`config.mk`:
```
export PLATFORM = sky130hd
export DESIGN_NAME = multi_channel_demux
export DESIGN_NICKNAME = d
export VERILOG_FILES = /design/src/rtl/multi_channel_demux.sv
export SDC_FILE = /design/constraint.sdc
export NUM_CORES = 1
export LEC_CHECK = 0
export ABC_AREA = 1
export CAP_MARGIN = 20
export CORE_MARGIN = 5
export CORE_UTILIZATION = 41
export CTS_CLUSTER_SIZE = 12
export DETAILED_ROUTE_END_ITERATION = 12
export PLACE_DENSITY = 0.86
export REMOVE_ABC_BUFFERS = 1
export SYNTH_ARGS = -nofsm -noshare
export SYNTH_HDL_FRONTEND = slang
export SYNTH_SLANG_ARGS = --single-unit
```
`constraint.sdc`:
```
create_clock -name clk -period 2.7 [get_ports clk]
set_input_delay 0.675 -clock clk [delete_from_list [all_inputs] [get_ports clk]]
set_output_delay 0.675 -clock clk [all_outputs]
set_load 0.01 [all_outputs]
```
`src/rtl/multi_channel_demux.sv`:
```
// multi_channel_demux: fans a TDM signed sample stream out to up to 12 parallel
// channel outputs (a..l). Samples collect in shadow registers and all channels
// publish together when the frame's last sample arrives.
// Optional: define CHANNEL_DEMUX_ERR_COUNT_EN to add a saturating 8-bit err_count port.
//
// state   | meaning
// --------+-----------------------------------------------------------
// IDLE    | waiting for a frame-start sample (din_first)
// COLLECT | frame in progress, ch_idx is the next channel to capture

module multi_channel_demux #(
  parameter int DATA_BITS       = 12,
  parameter int ACTIVE_CHANNELS = 2
) (
  input  logic                        clk,
  input  logic                        rst_n,
  input  logic signed [DATA_BITS-1:0] din,
  input  logic                        din_valid,
  input  logic                        din_first,
  output logic signed [DATA_BITS-1:0] a,
  output logic signed [DATA_BITS-1:0] b,
  output logic signed [DATA_BITS-1:0] c,
  output logic signed [DATA_BITS-1:0] d,
  output logic signed [DATA_BITS-1:0] e,
  output logic signed [DATA_BITS-1:0] f,
  output logic signed [DATA_BITS-1:0] g,
  output logic signed [DATA_BITS-1:0] h,
  output logic signed [DATA_BITS-1:0] i,
  output logic signed [DATA_BITS-1:0] j,
  output logic signed [DATA_BITS-1:0] k,
  output logic signed [DATA_BITS-1:0] l,
  output logic                        frame_strobe,
  output logic                        frame_error
`ifdef CHANNEL_DEMUX_ERR_COUNT_EN
  ,
  output logic [7:0]                  err_count
`endif
);

  localparam int         NCH      = 12;
  localparam logic [3:0] LAST_IDX = 4'(ACTIVE_CHANNELS - 1);

  typedef enum logic {IDLE, COLLECT} state_t;

  state_t     state, state_nxt;
  logic [3:0] ch_idx, ch_idx_nxt;
  logic [3:0] wr_idx;
  logic       wr_en;
  logic       publish;
  logic       err;

  logic signed [DATA_BITS-1:0] shadow [NCH];
  logic signed [DATA_BITS-1:0] out_q  [NCH];

  // state and channel index register
  always_ff @(posedge clk or negedge rst_n) begin
    if (!rst_n) begin
      state  <= IDLE;
      ch_idx <= '0;
    end else begin
      state  <= state_nxt;
      ch_idx <= ch_idx_nxt;
    end
  end

  // next-state, capture, publish and error decode
  always_comb begin
    state_nxt  = state;
    ch_idx_nxt = ch_idx;
    wr_idx     = ch_idx;
    wr_en      = 1'b0;
    publish    = 1'b0;
    err        = 1'b0;
    if (din_valid) begin
      if (din_first) begin
        // a frame start while collecting means the previous frame was short
        err    = (state == COLLECT);
        wr_en  = 1'b1;
        wr_idx = '0;
        if (ACTIVE_CHANNELS == 1) begin
          publish    = 1'b1;
          state_nxt  = IDLE;
          ch_idx_nxt = '0;
        end else begin
          state_nxt  = COLLECT;
          ch_idx_nxt = 4'd1;
        end
      end else if (state == COLLECT) begin
        wr_en = 1'b1;
        if (ch_idx == LAST_IDX) begin
          publish    = 1'b1;
          state_nxt  = IDLE;
          ch_idx_nxt = '0;
        end else begin
          ch_idx_nxt = ch_idx + 4'd1;
        end
      end else begin
        // sample without a frame start: dropped
        err = 1'b1;
      end
    end
  end

  // shadow capture of in-flight frame samples
  always_ff @(posedge clk or negedge rst_n) begin
    if (!rst_n) begin
      for (int n = 0; n < NCH; n++) shadow[n] <= '0;
    end else if (wr_en) begin
      shadow[wr_idx] <= din;
    end
  end

  // publish: last channel comes straight from din so outputs land one clock after it
  always_ff @(posedge clk or negedge rst_n) begin
    if (!rst_n) begin
      for (int n = 0; n < NCH; n++) out_q[n] <= '0;
    end else if (publish) begin
      for (int n = 0; n < NCH; n++) begin
        if (n < ACTIVE_CHANNELS - 1)       out_q[n] <= shadow[n];
        else if (n == ACTIVE_CHANNELS - 1) out_q[n] <= din;
        else                               out_q[n] <= '0;
      end
    end
  end

  // one-cycle status pulses
  always_ff @(posedge clk or negedge rst_n) begin
    if (!rst_n) begin
      frame_strobe <= 1'b0;
      frame_error  <= 1'b0;
    end else begin
      frame_strobe <= publish;
      frame_error  <= err;
    end
  end

`ifdef CHANNEL_DEMUX_ERR_COUNT_EN
  // saturating count of error pulses
  always_ff @(posedge clk or negedge rst_n) begin
    if (!rst_n)                     err_count <= '0;
    else if (err && err_count != 8'hFF) err_count <= err_count + 8'd1;
  end
`endif

  assign a = out_q[0];
  assign b = out_q[1];
  assign c = out_q[2];
  assign d = out_q[3];
  assign e = out_q[4];
  assign f = out_q[5];
  assign g = out_q[6];
  assign h = out_q[7];
  assign i = out_q[8];
  assign j = out_q[9];
  assign k = out_q[10];
  assign l = out_q[11];

endmodule

```
==> flow_summary.yaml <==
run_status:
  status: "complete, no violations"
yosys:
  synth_area_sq_um: 2730
  netlist_instances: 326
  ys_warn_count: 0
  yosys.area.top_type: "dfrtp_1"
  synth.top_cell.area_share_pct: 39.5
  ys_top_cells_by_area: "dfrtp_1 39%, buf_4 33%, nand2_1 15%, nand3_1 2.6%, ha_1 1.4%"
  ys_ff_latch: 43
  synth_ff_type: "dfrtp_1"
  ys_types: 20
  synth_edf_count: 0
  syn_area_per_cell_sq_um: 8.36
  synth_common_cells: "121 x buf_4, 110 x nand2_1, 43 x dfrtp_1"
  async_flop_share_pct: 100
  yosysMostFrequentCell: "buf_4"
  ys_seq_area_share_pct: 39.5
floorplanning:
  num_rows: 29
  dieHeight_um: 91.5
  ios: 162
  die-area_sq_um: 8380
  die_x_um: 91.5
  initial_core_util_pct: 42.5
  core_sq_um: 6420
timing:
  hold_viol: 0
  drv_slew: 0
  setup-tns-final_ns: 0
  fmax_mhz: 516
  period_share_pct: 71.8
  rsz0062_at_grt: "false"
  period_minus_slack_ns: 1.94
  setup_viol: 0
  fin_skew_ns: 0.00530
  setup_ws_ns: 0.761
  whs_ns: 0.326
global_route:
  grt_pass1_vias: 1662
  antenna_found_initial: 0
  overflow: 0
  grt_pass1_wl_mm: 8.21
  grtUsageTotal_pct: 11.8
  grt_max_degree: 26
placed_design:
  dp_cells: 440
  dp.final_hpwl_mm: 4.11
  post-place-ws_ns: 0.457
  dpl-instance-area_sq_um: 2750
  place.gp.congestion: 0.733
  port_buffers: 41
layout:
  final_cells: 448
  final_cell_area_sq_um: 2840
  areaGrowthSynthToFinish_pct: 3.99
  seq_area_sq_um: 1080
  multi_input_area_sq_um: 1110
  diodes: 0
  layout.nets: 389
  fill_cells: 653
  fin_util_pct: 44.1
  drive_above_1_share_pct: 5.39
worst_setup_path:
  cp-end-kind: "flip-flop"
  worstRegToRegCells: 6
  worstSetupPathType: "in2reg"
  startpoint_type: "primary input"
  ff2ff_setup_slack_ns: 1.21
  r2r-end: "shadow[137]"
  cp.arrival_ns: 2.14
  required_ns: 2.90
  reg2reg_from: "ch_idx[2]"
  crit_fanout: 4
route:
  vias: 1735
  drt-initial-drc-count: 70
  vias_per_cell: 3.87
  drc: 0
  ant_nets: 0
  dr.pass1.iters: 4
  wl_per_cell_um: 11.6
  drt_wl_total_mm: 5.19
clock_network:
  holdBufCountCts: 0
  cts_setup_buffers: 0
  cts.path.max_buffers: 2
  clk_latency_ns: 0.29
  root_buffer: "clkbuf_8"
  post_cts_resized: 0
  clock-sinks: 43
  htreeDepth: 2
  cts.clk_slew.worst_paths_ns: 0.07
  cts_buffers: 5
  cts_tree: "yes"
power_and_ir_drop:
  power_leakage_nw: 1.61
  clockPowerShare_pct: 15.2
  power_mw: 2.56
  p_seq_share_pct: 42.9
  sw_frac_of_total_pct: 37.8
  p_switching_mw: 0.967
  ir_drop_mv: 0.305
  pwr-share-comb_pct: 41.9
  cell_internal_pwr_mw: 1.59
  powerDensity_nw_per_um2: 902
min_path:
  holdCritPathClass: "in2async"
run:
  cap_violations: 0
worst max-delay path, cell delays in order:
cell	delay, ns
clkdlybuf4s50_1	0.53
inv_1	0.10
ha_1	0.24
inv_1	0.08
nand2_1	0.08
nor2_1	0.14
nand2_1	0.09
o21ai_0	0.18
cell families after synthesis:
group | count (synthesis) | synth area share [%]
buffers and inverters | 137 | 36.3
AND/OR/NAND/NOR | 137 | 21.8
flip-flops | 43 | 39.5
AO/OA/AOI/OAI | 5 | 1.01
adder cells (fa/ha/maj) | 3 | 1.38
other | 1 | 0.138
worst max-delay path by stage:
stage,startpoint,cells past startpoint,to
3_3_place_gp,din_first,8,ch_idx[1]
4_1_cts,din_first,8,ch_idx[1]
5_1_grt,din_first,8,ch_idx[1]
6_report,din_first,8,ch_idx[1]
2_1_floorplan,din_first,6,shadow[132]
3_5_place_dp,din_first,8,ch_idx[1]
cell type report:
cell class | count | share of cell area (%)
Multi-Input combinational cell | 265 | 39.1
Sequential cell | 43 | 38.0
Timing Repair Buffer | 45 | 15.4
Tap cell | 77 | 3.40
Clock buffer | 7 | 2.69
Inverter | 10 | 1.32
Clock inverter | 1 | 0.177
placed cells by master, fill, tap and decap left out, types with 3 or more instances in the layout:
cell	n
buf_4	4
nand3_1	14
nor2_1	5
dfrtp_1	43
clkdlybuf4s50_1	40
nand2_1	110
ha_1	3
clkbuf_8	5
conb_1	120
inv_1	8
registers in the layout, indices dropped and copies added, names as in the netlist:
name,count
state,1
shadow,12
ch_idx,4
a,12
b,12
frame_error,1
frame_strobe,1
power groups by stage:
| stage | logic (mW) | registers [mW] | clock network, mW |
|---|---|---|---|
| finish | 1.07 | 1.10 | 0.388 |
| global route | 1.20 | 1.14 | 0.431 |
| CTS | 1.09 | 1.10 | 0.403 |
| detailed placement | 1.09 | 1.11 | 0 |
| global placement | 1.05 | 1.09 | 0 |
| floorplan | 0.507 | 1.15 | 0 |
routing by layer:
metal  global-route usage (%)  share of wire (%)
met2                     22.8                 53
met1                     12.6                 36
met3                     3.80                 10
met5                        0                  0
met4                     1.88               0.25
Power figures use the tool's default switching activity.
